$ cat src/rtl/sub_pkg.sv
// Shared types and defaults for the bit-serial subtractor.
// Latency: n/a (declarations only).
// Backpressure: n/a (declarations only).
package sub_pkg;

  // Sequencer states: wait for start, shift one bit per edge, present result.
  typedef enum logic [1:0] {
    IDLE  = 2'd0,
    SHIFT = 2'd1,
    DONE  = 2'd2
  } state_e;

  localparam int DEFAULT_WIDTH = 8;

  // Bit counter width; never below one bit so tiny widths still elaborate.
  function automatic int cnt_width(input int width);
    return (width > 1) ? $clog2(width) : 1;
  endfunction

endpackage

$ cat src/rtl/serial_subtractor_if.sv
// Operand/result bundle of the serial subtractor: start/done pulse pair plus data.
// Latency: n/a (wiring only).
// Backpressure: none; start is ignored while busy, never queued.
interface serial_subtractor_if #(
  parameter int WIDTH = sub_pkg::DEFAULT_WIDTH
);
  logic             start;
  logic [WIDTH-1:0] a;
  logic [WIDTH-1:0] b;
  logic             bin;
  logic             busy;
  logic             done;
  logic [WIDTH-1:0] diff;
  logic             bout;
  logic             ovf;

  // Requester side: issues operands and start, observes results.
  modport master (
    output start, a, b, bin,
    input  busy, done, diff, bout, ovf
  );

  // Subtractor side: consumes operands, drives results.
  modport slave (
    input  start, a, b, bin,
    output busy, done, diff, bout, ovf
  );
endinterface

$ cat src/rtl/fs.sv
// One-bit full-subtractor cell: diff = a - b - cin, borrow out on brr.
// Latency: purely combinational, zero cycles.
// Backpressure: none; evaluated every cycle by its driver.
module fs (
  input  logic a,
  input  logic b,
  input  logic cin,
  output logic brr,
  output logic diff
);

  assign diff = a ^ b ^ cin;
  assign brr  = (~a & b) | (b & cin) | (~a & cin);

endmodule

$ cat src/rtl/serial_subtractor.sv
// Bit-serial a - b - bin, LSB first, one full-subtractor cell and a registered borrow.
// Latency: WIDTH cycles from accepted start to the one-cycle done pulse.
// Backpressure: start is sampled only in IDLE; requests while busy are dropped.
module serial_subtractor
  import sub_pkg::*;
#(
  parameter int WIDTH = DEFAULT_WIDTH
) (
  input  logic               clk,
  input  logic               rst_n,
  serial_subtractor_if.slave sub_if
);

  localparam int CNT_W = cnt_width(WIDTH);

  state_e             state_q, state_d;
  logic [WIDTH-1:0]   a_sr_q, a_sr_d;
  logic [WIDTH-1:0]   b_sr_q, b_sr_d;
  logic [WIDTH-1:0]   diff_q, diff_d;
  logic [CNT_W-1:0]   cnt_q, cnt_d;
  logic               br_q, br_d;
  logic               bout_q, bout_d;
  logic               ovf_q, ovf_d;

  logic               cell_d;
  logic               cell_br;
  logic               last_bit;
  logic               busy;
  logic               done;

  // The single arithmetic cell always sees the current LSBs and running borrow.
  fs u_fs (
    .a    (a_sr_q[0]),
    .b    (b_sr_q[0]),
    .cin  (br_q),
    .brr  (cell_br),
    .diff (cell_d)
  );

  assign last_bit = (cnt_q == CNT_W'(WIDTH - 1));

  // State register; reset abandons any operation in flight.
  always_ff @(posedge clk or negedge rst_n) begin
    if (!rst_n) begin
      state_q <= IDLE;
    end else begin
      state_q <= state_d;
    end
  end

  // Next-state: accept in IDLE, leave SHIFT after the MSB, DONE lasts one cycle.
  always_comb begin
    state_d = state_q;
    unique case (state_q)
      IDLE:    if (sub_if.start) state_d = SHIFT;
      SHIFT:   if (last_bit)     state_d = DONE;
      DONE:    state_d = IDLE;
      default: state_d = IDLE;
    endcase
  end

  // Status outputs decode directly from the state register, so they are glitch-free.
  always_comb begin
    busy = 1'b0;
    done = 1'b0;
    unique case (state_q)
      SHIFT:   busy = 1'b1;
      DONE: begin
        busy = 1'b1;
        done = 1'b1;
      end
      default: ;
    endcase
  end

  // Datapath next-state: load on accept, then shift one bit per SHIFT edge.
  always_comb begin
    a_sr_d = a_sr_q;
    b_sr_d = b_sr_q;
    diff_d = diff_q;
    cnt_d  = cnt_q;
    br_d   = br_q;
    bout_d = bout_q;
    ovf_d  = ovf_q;
    unique case (state_q)
      IDLE: begin
        if (sub_if.start) begin
          a_sr_d = sub_if.a;
          b_sr_d = sub_if.b;
          br_d   = sub_if.bin;
          cnt_d  = '0;
          diff_d = '0;
        end
      end
      SHIFT: begin
        a_sr_d = {1'b0, a_sr_q[WIDTH-1:1]};
        b_sr_d = {1'b0, b_sr_q[WIDTH-1:1]};
        diff_d = {cell_d, diff_q[WIDTH-1:1]};
        br_d   = cell_br;
        cnt_d  = cnt_q + CNT_W'(1);
        if (last_bit) begin
          // br_q is the borrow into the MSB stage here; signed overflow is
          // that borrow differing from the borrow out of the MSB.
          bout_d = cell_br;
          ovf_d  = br_q ^ cell_br;
          cnt_d  = '0;
        end
      end
      default: ;
    endcase
  end

  // Datapath registers; results hold until the next accepted start.
  always_ff @(posedge clk or negedge rst_n) begin
    if (!rst_n) begin
      a_sr_q <= '0;
      b_sr_q <= '0;
      diff_q <= '0;
      cnt_q  <= '0;
      br_q   <= 1'b0;
      bout_q <= 1'b0;
      ovf_q  <= 1'b0;
    end else begin
      a_sr_q <= a_sr_d;
      b_sr_q <= b_sr_d;
      diff_q <= diff_d;
      cnt_q  <= cnt_d;
      br_q   <= br_d;
      bout_q <= bout_d;
      ovf_q  <= ovf_d;
    end
  end

  assign sub_if.busy = busy;
  assign sub_if.done = done;
  assign sub_if.diff = diff_q;
  assign sub_if.bout = bout_q;
  assign sub_if.ovf  = ovf_q;

endmodule

$ cat src/flat_wrapper.sv
// flat-port wrapper written by rule: the top's interface ports become plain ports
module serial_subtractor_flat import sub_pkg::*;
#(
  parameter int WIDTH = DEFAULT_WIDTH
)
  (clk, rst_n, sub_if_start, sub_if_a, sub_if_b, sub_if_bin, sub_if_busy, sub_if_done, sub_if_diff, sub_if_bout, sub_if_ovf);
  serial_subtractor_if #(.WIDTH(WIDTH)) sub_if_i ();
  input  logic clk;
  input  logic rst_n;
  input wire logic [$bits(sub_if_i.start)-1:0] sub_if_start;
  input wire logic [$bits(sub_if_i.a)-1:0] sub_if_a;
  input wire logic [$bits(sub_if_i.b)-1:0] sub_if_b;
  input wire logic [$bits(sub_if_i.bin)-1:0] sub_if_bin;
  output wire logic [$bits(sub_if_i.busy)-1:0] sub_if_busy;
  output wire logic [$bits(sub_if_i.done)-1:0] sub_if_done;
  output wire logic [$bits(sub_if_i.diff)-1:0] sub_if_diff;
  output wire logic [$bits(sub_if_i.bout)-1:0] sub_if_bout;
  output wire logic [$bits(sub_if_i.ovf)-1:0] sub_if_ovf;
  assign sub_if_i.start = sub_if_start;
  assign sub_if_i.a = sub_if_a;
  assign sub_if_i.b = sub_if_b;
  assign sub_if_i.bin = sub_if_bin;
  assign sub_if_busy = sub_if_i.busy;
  assign sub_if_done = sub_if_i.done;
  assign sub_if_diff = sub_if_i.diff;
  assign sub_if_bout = sub_if_i.bout;
  assign sub_if_ovf = sub_if_i.ovf;
  serial_subtractor #(.WIDTH(WIDTH)) u_core (.clk(clk), .rst_n(rst_n), .sub_if(sub_if_i));
endmodule
$ cat config.mk
export PLATFORM = sky130hd
export DESIGN_NAME = serial_subtractor_flat
export DESIGN_NICKNAME = d
export VERILOG_FILES = /design/src/rtl/sub_pkg.sv /design/src/rtl/serial_subtractor_if.sv /design/src/rtl/fs.sv /design/src/rtl/serial_subtractor.sv /design/src/flat_wrapper.sv
export SDC_FILE = /design/constraint.sdc
export NUM_CORES = 1
export LEC_CHECK = 0
export CORE_MARGIN = 5
export CORE_UTILIZATION = 30
export CTS_CLUSTER_DIAMETER = 100
export DETAILED_ROUTE_END_ITERATION = 12
export GPL_TIMING_DRIVEN = 0
export PLACE_DENSITY = 0.6
export SLEW_MARGIN = 25
export SYNTH_ARGS = -nofsm -noshare
export SYNTH_HDL_FRONTEND = slang
export SYNTH_HIERARCHICAL = 1
export SYNTH_SLANG_ARGS = --single-unit
$ cat constraint.sdc
create_clock -name clk -period 4.2 [get_ports clk]
set_input_delay 0.84 -clock clk [delete_from_list [all_inputs] [get_ports clk]]
set_output_delay 0.84 -clock clk [all_outputs]
set_load 0.005 [all_outputs]
==> impl_metrics.yaml, run 1 <==
clocking:
  cts_buffers: 5
  clk_pin_slew_ns: 0.07
  htree_levels: 2
  root_buffer: "clkbuf_8"
  tritoncts: "built"
  post-cts-setup-buffers: 0
  post_cts_resize_count: 0
  clock_latency_ns: 0.29
  clk_path_buf_depth: 2
  ctsHoldBuffers: 0
  cts_sinks: 32
yosys:
  ys_warn_count: 6
  synth-seq-cells: 32
  avgSynthCellArea_sq_um: 10.6
  synth.distinct_cells: 30
  synth_area_leaders: "dfrtp_1 (51%), a22o_1 (6.7%), ha_1 (4.8%)"
  netlist_area_sq_um: 1570
  synth_nets: 175
  synth_top_area_cell: "dfrtp_1"
  syn_inst: 148
  ys_seq_area_share_pct: 51.1
  synth_top_area_share_pct: 51.1
power_and_ir_drop:
  comb_power_share_pct: 44.9
  p_sw_mw: 0.545
  p_per_area_nw_per_um2: 695
  clock_power_share_pct: 20.0
  swShare_pct: 37.5
  p_leak_nw: 0.863
  p_int_mw: 0.907
  seqPwrFrac_pct: 35.0
  peakVddDrop_uv: 293
critical_path:
  arrival_ns: 1.51
  crit_path_end_kind: "output port"
  critical_path_peak_fanout: 3
  cp-start-kind: "flop"
  worst-setup-path-type: "reg2out"
  cp_data_required_time_ns: 3.36
sta:
  slew_headroom_pct: 65.6
  worst_pin_slew_ns: 0.516
  setup-tns-final_ns: 0
  rsz0062_at_grt: "no"
  finalSetupViolations: 0
  post-route-period-util_pct: 56.0
  hold_viol: 0
  post-route-min-period_ns: 2.35
  fin_skew_ns: 0.00898
  maxSlewViolCount: 0
  max_freq_mhz: 425
cells_and_area:
  syn_to_final_growth_pct: 33.2
  layout.nets: 214
  fill_cells: 539
  final_core_util_pct: 40.9
  drive_above_1_share_pct: 12.2
  antennaDiodeCount: 0
routing:
  drt_iter0_markers: 29
  totalWireLength_um: 3790
  drtAntennaViolNets: 0
  wl_per_cell_um: 14.7
  via_per_inst: 5.04
  first_pass_iters: 4
  num_vias: 1301
  remaining_drc_errors: 0
floorplanning:
  die_height_um: 82.3
  dieArea_sq_um: 6770
  coreArea_sq_um: 5110
  start_util_pct: 30.7
  fp-row-count: 26
  io-pin-count: 32
  die_w_um: 82.3
global_route:
  grt_pass1_vias: 1347
  gr-usage-met3_pct: 3.36
  busiest_layer: "met2"
  gr-usage-met1_pct: 16.1
  antenna_found_initial: 0
  grt_usage_pct: 12.6
  gr-total-overflow: 0
  met2_usage_pct: 19.1
  grt_pass1_wl_um: 6380
  grt_max_degree: 26
placement:
  portBuffers: 31
  gp_congestion: 0.756
  place_hpwl_um: 2720
run:
  maxCapViolCount: 0
worst_hold_path:
  hold_path_class: "in2async"
run_status:
  status: "complete, no violations"
-- cells in the final DEF, fill, tap and decap left out, types with 2 or more instances in the layout --
cell             count
a22o_1              12
a221oi_1             3
nor2b_1              2
clkbuf_8             5
o22ai_1             12
o21ai_0              6
nor3_1              10
nand3_1              3
o22a_1               2
o221a_2              2
buf_6                2
nand2_1              4
or3_1                2
buf_2                6
ha_1                 6
nor2_1              15
a211oi_1             9
dfrtp_1             32
inv_1                6
clkbuf_1             4
clkdlybuf4s50_1     30
mux2_2               2
-- cell usage after synthesis --
master and number:
inv_1 6, o21ai_0 6, clkbuf_1 3, nor3_1 10, dfrtp_1 32, a22o_1 12, nand3_1 3, buf_4 1
o22ai_1 12, and2b_1 1, mux2_2 2, fa_1 1, a21oi_1 1, nand2_1 4, a221oi_1 3, nor2b_1 2
ha_1 6, buf_6 2, o221a_2 2, xnor2_1 1, nand2b_1 1, o22a_1 2, buf_2 5, nand4_1 1
or3_1 2, nor2_4 1, inv_2 1, a211oi_1 9, nor2_1 15, a31oi_1 1
-- layout make-up --
| type | instances | area (sq um) | area share [%] |
|---|---|---|---|
| plain buffers | 11 | 66.3 | 3.18 |
| repair buffers | 32 | 325 | 15.6 |
| flip-flops and latches | 32 | 801 | 38.3 |
| clock inverters | 2 | 35.0 | 1.68 |
| well taps | 70 | 87.6 | 4.19 |
| inverters | 7 | 26.3 | 1.26 |
| clock buffers | 6 | 72.6 | 3.48 |
| multi-input cells | 98 | 674 | 32.3 |
-- worst max-delay path, cell delays in order (launching register included) --
cell,delay (ns)
dfrtp_1,0.38
inv_1,0.08
ha_1,0.28
clkdlybuf4s50_1,0.49
-- power groups by stage --
| stage | clock (mW) | sequential, mW | combinational (mW) |
|---|---|---|---|
| 2_1_floorplan | 0 | 0.494 | 0.465 |
| 5_1_grt | 0.316 | 0.524 | 0.737 |
| 6_report | 0.291 | 0.509 | 0.652 |
| 3_3_place_gp | 0 | 0.510 | 0.642 |
| 3_5_place_dp | 0 | 0.514 | 0.658 |
| 4_1_cts | 0.302 | 0.509 | 0.660 |
-- cell families after synthesis --
kind of cell / Yosys count / synth area share [%]
AND/OR/NAND/NOR: 40 / 12.3
adder cells (fa/ha/maj): 7 / 6.07
multiplexers: 2 / 1.44
buffers and inverters: 18 / 5.91
XOR/XNOR: 1 / 0.559
AO/OA/AOI/OAI: 48 / 22.7
flip-flops: 32 / 51.1
-- through the flow --
step	instance area, sq um	setup WS, ns	hold WS (ns)	power, mW	std cells
detailed placement	1980	1.82	0.479	1.17	250
floorplan	1570	2.52	0.463	0.959	148
finish	2090	1.85	0.386	1.45	258
CTS	2090	1.82	0.382	1.47	258
global placement	1970	1.61	0.465	1.15	249
global route	2090	1.77	0.388	1.58	258
-- registers in the layout, indices dropped and copies added, names as in the netlist --
| name | flops |
|---|---|
| u_core/br_q | 1 |
| u_core/cnt_q | 3 |
| u_core/sub_if.ovf | 1 |
| u_core/sub_if.diff | 8 |
| u_core/sub_if.bout | 1 |
| u_core/state_q | 2 |
| u_core/a_sr_q | 8 |
| u_core/b_sr_q | 8 |
-- metal layers --
| metal | part of all wire (%) | vias to the layer above |
|---|---|---|
| met4 | 2.1 | 0 |
| met3 | 5.2 | 10 |
| li1 | - | 629 |
| met2 | 48 | 37 |
| met1 | 45 | 625 |
| met5 | 0 | - |
-- final timing paths --
kind	endpoint	slack, ns	start	cells after the start
worst max-delay path	sub_if_busy	1.85	u_core/state_q[0]	3
worst min-delay path	u_core/sub_if.diff[3]	0.39	rst_n	1
worst max register to register	u_core/a_sr_q[3]	2.45	u_core/state_q[0]	5
worst min register to register	u_core/sub_if.ovf	0.49	u_core/sub_if.ovf	2
max in group asynchronous	u_core/b_sr_q[6]	3.41	rst_n	2
min in group clk	u_core/sub_if.ovf	0.49	u_core/sub_if.ovf	2
(Power assumes the default switching activity.)
==> run 2: changes to the inputs <==
--- a/config.mk
+++ b/config.mk
@@ -10,7 +10,7 @@
 export CTS_CLUSTER_DIAMETER = 100
 export DETAILED_ROUTE_END_ITERATION = 12
 export GPL_TIMING_DRIVEN = 0
-export PLACE_DENSITY = 0.6
+export PLACE_DENSITY = 0.62
 export SLEW_MARGIN = 25
 export SYNTH_ARGS = -nofsm -noshare
 export SYNTH_HDL_FRONTEND = slang
==> constraint.sdc (replaced) <==
create_clock -name clk -period 2 [get_ports clk]
set_input_delay 0.4 -clock clk [delete_from_list [all_inputs] [get_ports clk]]
set_output_delay 0.4 -clock clk [all_outputs]
set_load 0.005 [all_outputs]
==> run 2 against run 1 <==
  * Wire length is 0.32% lower
  * Final cell count stayed put
  * Design area is 0.36% higher
  * Clock-buffer cell count stayed put
  * Die area stayed put
  * Clock skew is 0.0026 ns lower
  * Worst setup slack worse by 1.7 ns
  * Combinational power is 110% higher
  * Flip-flop and latch count stayed put
  * Largest cell class unchanged
==> impl_metrics.yaml, run 2 (synthesized netlist as in run 1, its figures left out) <==
power_and_ir_drop:
  seqPwrFrac_pct: 34.9
  p_sw_mw: 1.14
  power_mw: 3.05
  p_per_area_nw_per_um2: 1450
  p_leak_nw: 0.866
  comb_power_share_pct: 45.0
  clock_power_share_pct: 20.1
  p_int_mw: 1.91
  swShare_pct: 37.4
  peakVddDrop_uv: 612
clocking:
  clk_path_buf_depth: 2
  htree_levels: 2
  cts_sinks: 32
  ctsHoldBuffers: 0
  cts_buffers: 5
  clk_pin_slew_ns: 0.07
  clock_latency_ns: 0.29
  post-cts-setup-buffers: 0
  post_cts_resize_count: 0
  root_buffer: "clkbuf_8"
  tritoncts: "built"
run_status:
  status: "complete, no violations"
critical_path:
  worst-setup-path-type: "reg2out"
  cp-start-kind: "flop"
  r2r-end: "u_core/b_sr_q[3]"
  crit_path_end_kind: "output port"
  arrival_ns: 1.50
  rr_worst_depth: 5
  cp_data_required_time_ns: 1.60
  critical_path_peak_fanout: 3
  timing.rr.start: "u_core/state_q[0]"
  critPathTopFamily: "buffers and inverters"
  crit_buf_inv: 2
  rrSetupSlack_ns: 0.28
  cpMaxStageDelayCell: "clkdlybuf4s50_1"
  slowest_delay_ns: 0.49
  worstPathCellList: "inv_1 -> ha_1 -> clkdlybuf4s50_1"
sta:
  worst_pin_slew_ns: 0.502
  fin_skew_ns: 0.00638
  slew_headroom_pct: 66.5
  hold_viol: 0
  post-route-period-util_pct: 95.0
  finalSetupViolations: 0
  post-route-min-period_ns: 1.90
  max_freq_mhz: 526
  rsz0062_at_grt: "no"
  maxSlewViolCount: 0
  holdWs_ns: 0.0218
routing:
  num_vias: 1310
  via_per_inst: 5.08
  wl_per_cell_um: 14.6
  drt_iter0_markers: 79
  first_pass_iters: 4
  drtAntennaViolNets: 0
  totalWireLength_um: 3780
  remaining_drc_errors: 0
placement:
  place_hpwl_um: 2790
  placed_area_sq_um: 1990
  gp_congestion: 0.707
  portBuffers: 31
cells_and_area:
  layout.nets: 214
  design_area_sq_um: 2100
  fill_cells: 513
  syn_to_final_growth_pct: 33.7
  antennaDiodeCount: 0
  final_common_cell: "dfrtp_1"
  layout_common_cells: "dfrtp_1 (32), clkdlybuf4s50_1 (30), nor2_1 (15)"
  drive_above_1_share_pct: 12.2
floorplanning:
  die_w_um: 82.3
  fp-row-count: 26
  dieArea_sq_um: 6770
  start_util_pct: 30.7
  coreArea_sq_um: 5110
  die_height_um: 82.3
  io-pin-count: 32
global_route:
  grt_pass1_wl_um: 6280
  gr-usage-met3_pct: 3.47
  grt_usage_pct: 12.7
  gr-total-overflow: 0
  antenna_found_initial: 0
  gr-usage-met1_pct: 16.1
  grt_max_degree: 19
  met2_usage_pct: 19.6
  grt_pass1_vias: 1337
  busiest_layer: "met2"
worst_hold_path:
  hold_path_class: "in2async"
run:
  maxCapViolCount: 0
[run 2: changes by cell type in the layout (fill, tap and decap cells not counted)]
cell and change:
buf_16 +1, buf_12 -1
[run 2: worst max-delay path by stage]
stage                           start                    end  slack (ns)  cells after the start
floorplan           u_core/state_q[0]      u_core/state_q[1]        0.48                      6
global placement                rst_n       u_core/b_sr_q[3]       -0.15                      1
detailed placement       sub_if_start  u_core/sub_if.diff[7]        0.05                      5
CTS                 u_core/state_q[0]            sub_if_busy        0.08                      3
global route        u_core/state_q[1]            sub_if_busy       0.005                      3
finish              u_core/state_q[0]            sub_if_busy        0.10                      3
[run 2: per-stage QoR]
stage                     setup slack, ns  setup TNS, ns  std cells  utilization (%)
final                               0.101              0        258             41.0
after global routing              0.00501              0        258             41.0
after floorplan                     0.483              0        148                -
after global placement             -0.154          -4.89        249             38.5
after detailed placement           0.0482              0        250             38.9
after CTS                          0.0786              0        258             41.0
[run 2: area by class of cell]
| cell class | count | area [sq um] | area share, % |
|---|---|---|---|
| multi-input combinational | 98 | 674 | 32.2 |
| buffer | 11 | 66.3 | 3.16 |
| tap | 70 | 87.6 | 4.18 |
| sequential | 32 | 801 | 38.2 |
| timing repair buffer | 32 | 333 | 15.9 |
| inverter | 7 | 26.3 | 1.25 |
| clock inverter | 2 | 35.0 | 1.67 |
| clock buffer | 6 | 72.6 | 3.46 |
[run 2: power groups by stage]
stage	clock network (mW)	registers (mW)	logic, mW
finish	0.612	1.06	1.37
global placement	0	1.07	1.35
global route	0.653	1.10	1.55
detailed placement	0	1.07	1.39
CTS	0.627	1.06	1.39
floorplan	0	1.04	0.976
[run 2: layer usage]
layer | wire (um) | share of wire, % | vias to the layer above
li1 | - | - | 628
met1 | 1770 | 47 | 641
met2 | 1700 | 45 | 33
met3 | 222 | 5.9 | 8
met4 | 78 | 2.1 | 0
met5 | 0 | 0 | -
